**src/rtl/redmule_tile_iterator.sv**
```systemverilog
// redmule_tile_iterator
//   Walks an M x K x N tile space (m outer, k middle, n innermost) and
//   hands one tile descriptor per handshake to the scheduler. It also
//   counts the Z-tile stores, which happen on the last reduction step.
//
// Ports
//   clk_i, rst_i       clock, synchronous active-high reset
//   clear_i            synchronous soft abort back to IDLE
//   cfg_valid_i/_ready_o  job configuration handshake (accepted in IDLE)
//   *_iter_i           tile counts per dimension
//   *_lftovr_i         last-tile size per dimension, 0 = full tile
//   tile_valid_o/_ready_i  descriptor handshake
//   tile_{m,k,n}_idx_o   tile coordinates
//   tile_{m,k,n}_size_o  effective tile sizes
//   tile_first_n_o / tile_last_n_o / tile_last_o  reduction/job markers
//   store_cnt_o        accepted descriptors carrying tile_last_n_o
//   busy_o, done_o     activity flag, one-cycle completion pulse
module redmule_tile_iterator #(
  parameter int unsigned ARRAY_WIDTH = 12,
  parameter int unsigned TILE_K      = 16
) (
  input  logic        clk_i,
  input  logic        rst_i,
  input  logic        clear_i,
  input  logic        cfg_valid_i,
  output logic        cfg_ready_o,
  input  logic [15:0] x_rows_iter_i,
  input  logic [15:0] w_cols_iter_i,
  input  logic [15:0] x_cols_iter_i,
  input  logic [7:0]  x_rows_lftovr_i,
  input  logic [7:0]  w_cols_lftovr_i,
  input  logic [7:0]  x_cols_lftovr_i,
  output logic        tile_valid_o,
  input  logic        tile_ready_i,
  output logic [15:0] tile_m_idx_o,
  output logic [15:0] tile_k_idx_o,
  output logic [15:0] tile_n_idx_o,
  output logic [7:0]  tile_m_size_o,
  output logic [7:0]  tile_k_size_o,
  output logic [7:0]  tile_n_size_o,
  output logic        tile_first_n_o,
  output logic        tile_last_n_o,
  output logic        tile_last_o,
  output logic [31:0] store_cnt_o,
  output logic        busy_o,
  output logic        done_o
);

  typedef enum logic [1:0] {IDLE, RUN, DONE} state_e;

  state_e      r_state, w_state_nxt;
  logic [15:0] r_m_iter, r_k_iter, r_n_iter;
  logic [7:0]  r_m_lft, r_k_lft, r_n_lft;
  logic [15:0] r_m_idx, r_k_idx, r_n_idx;
  logic [31:0] r_store_cnt;

  logic w_accept, w_zero_job, w_hs, w_cfg_ok;
  logic w_m_last, w_k_last, w_n_last, w_tile_last;

  function automatic logic [7:0] dim_size(input logic last, input logic [7:0] lft,
                                          input logic [7:0] full);
    return (last && lft != 8'd0) ? lft : full;
  endfunction

  assign w_accept   = (r_state == IDLE) && cfg_valid_i;
  assign w_zero_job = (x_rows_iter_i == 16'd0) || (w_cols_iter_i == 16'd0) ||
                      (x_cols_iter_i == 16'd0);
  assign w_hs       = (r_state == RUN) && tile_ready_i;

  // With a zero iteration count latched (reset state, empty job) there is
  // no meaningful tile, so flags and sizes read as zero.
  assign w_cfg_ok    = (r_m_iter != 16'd0) && (r_k_iter != 16'd0) && (r_n_iter != 16'd0);
  assign w_m_last    = w_cfg_ok && (r_m_idx == r_m_iter - 16'd1);
  assign w_k_last    = w_cfg_ok && (r_k_idx == r_k_iter - 16'd1);
  assign w_n_last    = w_cfg_ok && (r_n_idx == r_n_iter - 16'd1);
  assign w_tile_last = w_m_last && w_k_last && w_n_last;

  assign cfg_ready_o    = (r_state == IDLE);
  assign tile_valid_o   = (r_state == RUN);
  assign busy_o         = (r_state != IDLE);
  assign done_o         = (r_state == DONE);
  assign tile_m_idx_o   = r_m_idx;
  assign tile_k_idx_o   = r_k_idx;
  assign tile_n_idx_o   = r_n_idx;
  assign tile_m_size_o  = w_cfg_ok ? dim_size(w_m_last, r_m_lft, 8'(ARRAY_WIDTH)) : 8'd0;
  assign tile_k_size_o  = w_cfg_ok ? dim_size(w_k_last, r_k_lft, 8'(TILE_K)) : 8'd0;
  assign tile_n_size_o  = w_cfg_ok ? dim_size(w_n_last, r_n_lft, 8'(TILE_K)) : 8'd0;
  assign tile_first_n_o = w_cfg_ok && (r_n_idx == 16'd0);
  assign tile_last_n_o  = w_n_last;
  assign tile_last_o    = w_tile_last;
  assign store_cnt_o    = r_store_cnt;

  always_comb begin
    w_state_nxt = r_state;
    case (r_state)
      IDLE:    if (cfg_valid_i) w_state_nxt = w_zero_job ? DONE : RUN;
      RUN:     if (w_hs && w_tile_last) w_state_nxt = DONE;
      DONE:    w_state_nxt = IDLE;
      default: w_state_nxt = IDLE;
    endcase
  end

  always_ff @(posedge clk_i) begin
    if (rst_i || clear_i) r_state <= IDLE;
    else                  r_state <= w_state_nxt;
  end

  // Configuration is captured only on acceptance; a clear in the same
  // cycle wins and leaves the previous configuration in place.
  always_ff @(posedge clk_i) begin
    if (rst_i) begin
      r_m_iter <= '0; r_k_iter <= '0; r_n_iter <= '0;
      r_m_lft  <= '0; r_k_lft  <= '0; r_n_lft  <= '0;
    end else if (w_accept && !clear_i) begin
      r_m_iter <= x_rows_iter_i;   r_k_iter <= w_cols_iter_i;   r_n_iter <= x_cols_iter_i;
      r_m_lft  <= x_rows_lftovr_i; r_k_lft  <= w_cols_lftovr_i; r_n_lft  <= x_cols_lftovr_i;
    end
  end

  // Counters hold on the final handshake so the descriptor fields keep
  // showing the last tile while DONE/IDLE.
  always_ff @(posedge clk_i) begin
    if (rst_i || clear_i || w_accept) begin
      r_m_idx     <= '0;
      r_k_idx     <= '0;
      r_n_idx     <= '0;
      r_store_cnt <= '0;
    end else if (w_hs) begin
      if (w_n_last) r_store_cnt <= r_store_cnt + 32'd1;
      if (!w_tile_last) begin
        if (w_n_last) begin
          r_n_idx <= '0;
          if (w_k_last) begin
            r_k_idx <= '0;
            r_m_idx <= r_m_idx + 16'd1;
          end else begin
            r_k_idx <= r_k_idx + 16'd1;
          end
        end else begin
          r_n_idx <= r_n_idx + 16'd1;
        end
      end
    end
  end

endmodule

```
**config.mk**
```make
export PLATFORM = sky130hd
export DESIGN_NAME = redmule_tile_iterator
export DESIGN_NICKNAME = d
export VERILOG_FILES = /design/src/rtl/redmule_tile_iterator.sv
export SDC_FILE = /design/constraint.sdc
export NUM_CORES = 1
export LEC_CHECK = 0
export CORE_ASPECT_RATIO = 0.7
export CORE_MARGIN = 5
export CORE_UTILIZATION = 35
export CTS_CLUSTER_SIZE = 40
export DETAILED_ROUTE_END_ITERATION = 10
export PLACE_DENSITY = 0.71
export SETUP_SLACK_MARGIN = 0.15
export SYNTH_ARGS = -nofsm -noshare
export SYNTH_HDL_FRONTEND = slang
export SYNTH_SLANG_ARGS = --single-unit
```
**constraint.sdc**
```tcl
create_clock -name clk_i -period 3.45 [get_ports clk_i]
set_input_delay 0.5175 -clock clk_i [delete_from_list [all_inputs] [get_ports clk_i]]
set_output_delay 0.5175 -clock clk_i [all_outputs]
set_load 0.03 [all_outputs]
```
==> impl_results.html <==
<table>
<tr><th>Metric</th><th>Value</th></tr>
<tr><th colspan="2">GRT</th></tr>
<tr><td>Total grt overflow</td><td>0</td></tr>
<tr><td>Pin count of the biggest net entering global routing</td><td>73</td></tr>
<tr><td>Met3 Track Usage GR</td><td>~5.8%</td></tr>
<tr><td>Met1 track utilization from global routing</td><td>just under 30%</td></tr>
<tr><td>GRT Max-Usage Layer</td><td>met2</td></tr>
<tr><td>Global-route wire length before repair</td><td>between 40 and 50 mm</td></tr>
<tr><td>GR Util All Layers</td><td>about a fifth</td></tr>
<tr><td>Vias in the first global route</td><td>between 8000 and 9000</td></tr>
<tr><td>Met2 track demand over resource</td><td>31.7%</td></tr>
<tr><td>Antenna violations before repair</td><td>2</td></tr>
<tr><th colspan="2">Synthesis</th></tr>
<tr><td>Flip-flop and latch count after synthesis</td><td>about 150</td></tr>
<tr><td>Cell variety after synth</td><td>between 60 and 70</td></tr>
<tr><td>Post-synth EDFFs</td><td>0</td></tr>
<tr><td>Gate Count Post-Synth</td><td>around 1100</td></tr>
<tr><td>Fraction of the yosys area taken by sequential cells</td><td>35.9%</td></tr>
<tr><td>Net count after synthesis</td><td>1226</td></tr>
<tr><td>Asr flop ratio synth</td><td>0%</td></tr>
<tr><td>Average size of a mapped cell</td><td>about 7.6 um^2</td></tr>
<tr><td>Dominant synthesized flop cell</td><td>sky130_fd_sc_hd__dfxtp_1</td></tr>
<tr><td>Combined area of all synthesized cells</td><td>around 8600 um^2</td></tr>
<tr><td>Number of warnings printed during yosys synthesis</td><td>0</td></tr>
<tr><th colspan="2">Finish</th></tr>
<tr><td>Number of nets at the end of the flow</td><td>1489</td></tr>
<tr><td>Fraction of layout cells with a size suffix above 1</td><td>between 20% and 30%</td></tr>
<tr><td>Synth-to-Final Area Change</td><td>50.6%</td></tr>
<tr><td>Most common cell after layout, fill and taps aside</td><td>sky130_fd_sc_hd__nand2_1</td></tr>
<tr><td>Highest-count cells in the layout ignoring fill and taps</td><td>195 x sky130_fd_sc_hd__nand2_1, 160 x sky130_fd_sc_hd__clkdlybuf4s50_1, 142 x sky130_fd_sc_hd__dfxtp_1, 121 x sky130_fd_sc_hd__a21oi_1, 105 x sky130_fd_sc_hd__buf_4</td></tr>
<tr><td>Number of antenna cells inserted</td><td>0</td></tr>
<tr><td>Post-route cell area</td><td>12900 um^2</td></tr>
<tr><th colspan="2">CTS</th></tr>
<tr><td>Clock tree from TritonCTS</td><td>yes</td></tr>
<tr><td>Hold buffers post-CTS</td><td>0</td></tr>
<tr><td>Worst-path clk slew</td><td>0.06 ns</td></tr>
<tr><td>Clock root buffer</td><td>sky130_fd_sc_hd__clkbuf_16</td></tr>
<tr><td>Clk buf depth</td><td>2</td></tr>
<tr><td>Number of clock sinks</td><td>154</td></tr>
<tr><td>Clock latency at the later pin of the worst-skew pair</td><td>0.44 ns</td></tr>
<tr><td>Clock buffers created by TritonCTS</td><td>17</td></tr>
<tr><td>H-Tree Level Count</td><td>4</td></tr>
<tr><th colspan="2">Die</th></tr>
<tr><td>Starting Density</td><td>between 30% and 40%</td></tr>
<tr><td>Rows</td><td>48</td></tr>
<tr><td>Total Die Area</td><td>about 28000 um^2</td></tr>
<tr><td>Horizontal extent of the die</td><td>just under 200 um</td></tr>
<tr><td>Vert. Die Dim</td><td>around 140 um</td></tr>
<tr><td>Io pins</td><td>between 150 and 200</td></tr>
<tr><td>Core box area</td><td>24400 um^2</td></tr>
<tr><th colspan="2">Status</th></tr>
<tr><td>Status</td><td>complete, but fails checks</td></tr>
<tr><td>Violations in the final reports</td><td>negative setup slack</td></tr>
<tr><th colspan="2">Detailed routing</th></tr>
<tr><td>Detail-routed via count per cell</td><td>roughly 5.5</td></tr>
<tr><td>Antenna-violating nets left</td><td>0</td></tr>
<tr><td>Final routed wire length divided by cell count</td><td>about 18 um</td></tr>
<tr><td>Detailed-router iteration count before antenna repair</td><td>5</td></tr>
<tr><td>First-iteration detailed-routing DRC count</td><td>around 650</td></tr>
<tr><td>WL final</td><td>30.7 mm</td></tr>
<tr><td>Total vias in the final route</td><td>between 9000 and 10000</td></tr>
<tr><td>DRC</td><td>0</td></tr>
<tr><th colspan="2">Worst setup path</th></tr>
<tr><td>Endpoint required time on the critical path</td><td>around 3.8 ns</td></tr>
<tr><td>Category of the worst setup path launch point</td><td>flip-flop</td></tr>
<tr><td>Kind of end point of the critical path</td><td>flip-flop</td></tr>
<tr><td>Critical path fanouts, max</td><td>6</td></tr>
<tr><td>Signal arrival time at the worst endpoint</td><td>about 4.2 ns</td></tr>
<tr><td>Critical setup path kind</td><td>reg2reg</td></tr>
<tr><th colspan="2">Power and ir drop</th></tr>
<tr><td>Peak VDD IR</td><td>roughly 380 uV</td></tr>
<tr><td>Pwr Density</td><td>between 300 and 400 nW/um^2</td></tr>
<tr><td>Leak pwr</td><td>between 4 and 5 nW</td></tr>
<tr><th colspan="2">Timing</th></tr>
<tr><td>Final Hold Viols</td><td>0</td></tr>
<tr><td>Slew HR</td><td>43.6%</td></tr>
<tr><td>Transition time at the pin with the least slew margin</td><td>approximately 0.85 ns</td></tr>
<tr><td>Worst-case setup margin in the final layout</td><td>-0.321 ns</td></tr>
<tr><td>Post-route fraction of the period consumed by the critical path</td><td>109%</td></tr>
<tr><td>Post-Route Hold Slack</td><td>around 0.46 ns</td></tr>
<tr><td>Final critical path time including I/O delays and setup</td><td>around 3.8 ns</td></tr>
<tr><td>Final setup skew</td><td>around 0.012 ns</td></tr>
<tr><td>Number of failing setup endpoints in the final timing report</td><td>53</td></tr>
<tr><td>Peak clock frequency supported by timing</td><td>about 270 MHz</td></tr>
<tr><td>Unrepaired setup endpoints after global routing</td><td>yes</td></tr>
<tr><td>Max Slew Vio Count</td><td>0</td></tr>
<tr><th colspan="2">Place</th></tr>
<tr><td>Post-detailed-placement half-perimeter wirelength</td><td>about 22 mm</td></tr>
<tr><td>Buffers on Ports</td><td>about 190</td></tr>
<tr><td>Post-place instance area</td><td>11300 um^2</td></tr>
<tr><td>Routability congestion estimate from global placement</td><td>0.890</td></tr>
<tr><th colspan="2">Hold path</th></tr>
<tr><td>Worst hold-check path type</td><td>reg2reg</td></tr>
<tr><th colspan="2">Run</th></tr>
<tr><td>Number of max-cap violations</td><td>0</td></tr>
</table>
worst max-delay path, cell delays in order (launching register included):
cell and delay (ns):
sky130_fd_sc_hd__dfxtp_4 0.35, sky130_fd_sc_hd__or4_4 0.53, sky130_fd_sc_hd__or4_4 0.43, sky130_fd_sc_hd__or4b_1 0.51, sky130_fd_sc_hd__o211a_1 0.14, sky130_fd_sc_hd__buf_4 0.13, sky130_fd_sc_hd__or4_4 0.60, sky130_fd_sc_hd__or3b_4 0.46
sky130_fd_sc_hd__or4_1 0.47, sky130_fd_sc_hd__nand2_1 0.07
metrics by stage:
step | cells | total power [mW] | utilization (%) | setup WS [ns] | setup TNS, ns
floorplan | 1138 | 2.36 | - | -0.152 | -2.04
global placement | 1674 | 2.71 | 46.4 | -0.145 | -0.945
detailed placement | 1674 | 2.73 | 46.4 | -0.157 | -1.90
CTS | 1726 | 4.65 | 50.8 | -0.318 | -7.00
global route | 1739 | 4.90 | 53.0 | -0.400 | -16.10
finish | 1739 | 4.72 | 53.0 | -0.321 | -10.79
worst paths after layout:
| path | startpoint | to | slack, ns | cells after the start |
|---|---|---|---|---|
| max reg2reg | r_n_iter[0] | tile_m_idx_o[13] | -0.32 | 9 |
| min reg2reg | r_k_lft[4] | r_k_lft[4] | 0.46 | 2 |
| max | r_n_iter[0] | tile_m_idx_o[13] | -0.32 | 9 |
| min | r_k_lft[4] | r_k_lft[4] | 0.46 | 2 |
layer usage:
layer | up-vias | share of wire (%)
met4 | 4 | 1.8
met3 | 47 | 8.0
li1 | 4556 | -
met5 | - | 0.091
met1 | 4532 | 45
met2 | 350 | 45
layout make-up:
type / instances / area, um^2
Clock buffer: 20 / 457
Clock inverter: 12 / 124
Fill cell: 2268 / 11500
Inverter: 25 / 98.8
Multi-Input combinational cell: 888 / 5740
Sequential cell: 154 / 3110
Tap cell: 325 / 407
Timing Repair Buffer: 315 / 3010
state kept, by name, indices dropped and copies added, names as in the netlist, 16 cells and up:
name,flops
r_m_iter,16
tile_n_idx_o,16
store_cnt_o,32
r_n_iter,16
tile_k_idx_o,16
r_k_iter,16
tile_m_idx_o,16
kinds of logic after synthesis:
kind of cell               after synthesis  synth area share [%]
AOI/OAI and AO/OA                      223                  14.9
DFF                                    154                  35.9
xor gates and xnor gates                94                  9.57
buffers and inverters                   98                  4.66
muxes                                    7                 0.844
and+or+nand+nor                        551                  32.6
adders and majority gates               11                  1.60
synth_stat cells, drive strengths merged, types with 2 or more instances:
cell type  instances  share of area (%)
o2111ai            2               0.20
clkbuf            62                2.7
nand4             29                2.1
nor2b              9               0.65
nor4b              7               0.71
o211ai             6               0.52
nand2            199                8.7
o31ai              9               0.79
nor4              35                2.6
nand2b             5               0.36
or2                4               0.29
xor2              38                3.9
and4               3               0.31
or3b               3               0.33
o21ai             40                2.3
a31o               4               0.41
ha                11                1.6
o22ai              2               0.15
nand3b             2               0.17
and3              33                2.4
or3               39                2.8
o32ai              2               0.20
a31oi              5               0.36
nor2              72                3.1
a211oi             2               0.17
nand3             42                2.4
nor3b              8               0.81
or4               16                1.5
mux2i              5               0.58
mux2               2               0.26
o21a               2               0.17
buf               11               0.86
nor3              25                1.5
and2              15                1.1
o31a               3               0.31
or4b               3               0.35
inv               25                1.1
o211a              2               0.23
a21oi            131                7.6
xnor2             56                5.7
dfxtp            154                 36
power breakdown:
| group | leakage [nW] | total (mW) | internal (mW) | switching [mW] |
|---|---|---|---|---|
| sequential | 1.26 | 1.87 | 1.82 | 0.0478 |
| clock | 0.278 | 1.88 | 1.10 | 0.779 |
| combinational | 3.21 | 0.975 | 0.485 | 0.490 |
| total | 4.74 | 4.72 | 3.40 | 1.32 |
repair_timing:
| action | CTS | global route |
|---|---|---|
| resized for setup | 98 | 97 |
| gates cloned | 3 | 2 |
| setup endpoints to repair | 83 | 104 |
| setup buffers | 17 | 11 |
| pin swaps | 16 | 48 |
(Power assumes the default switching activity.)
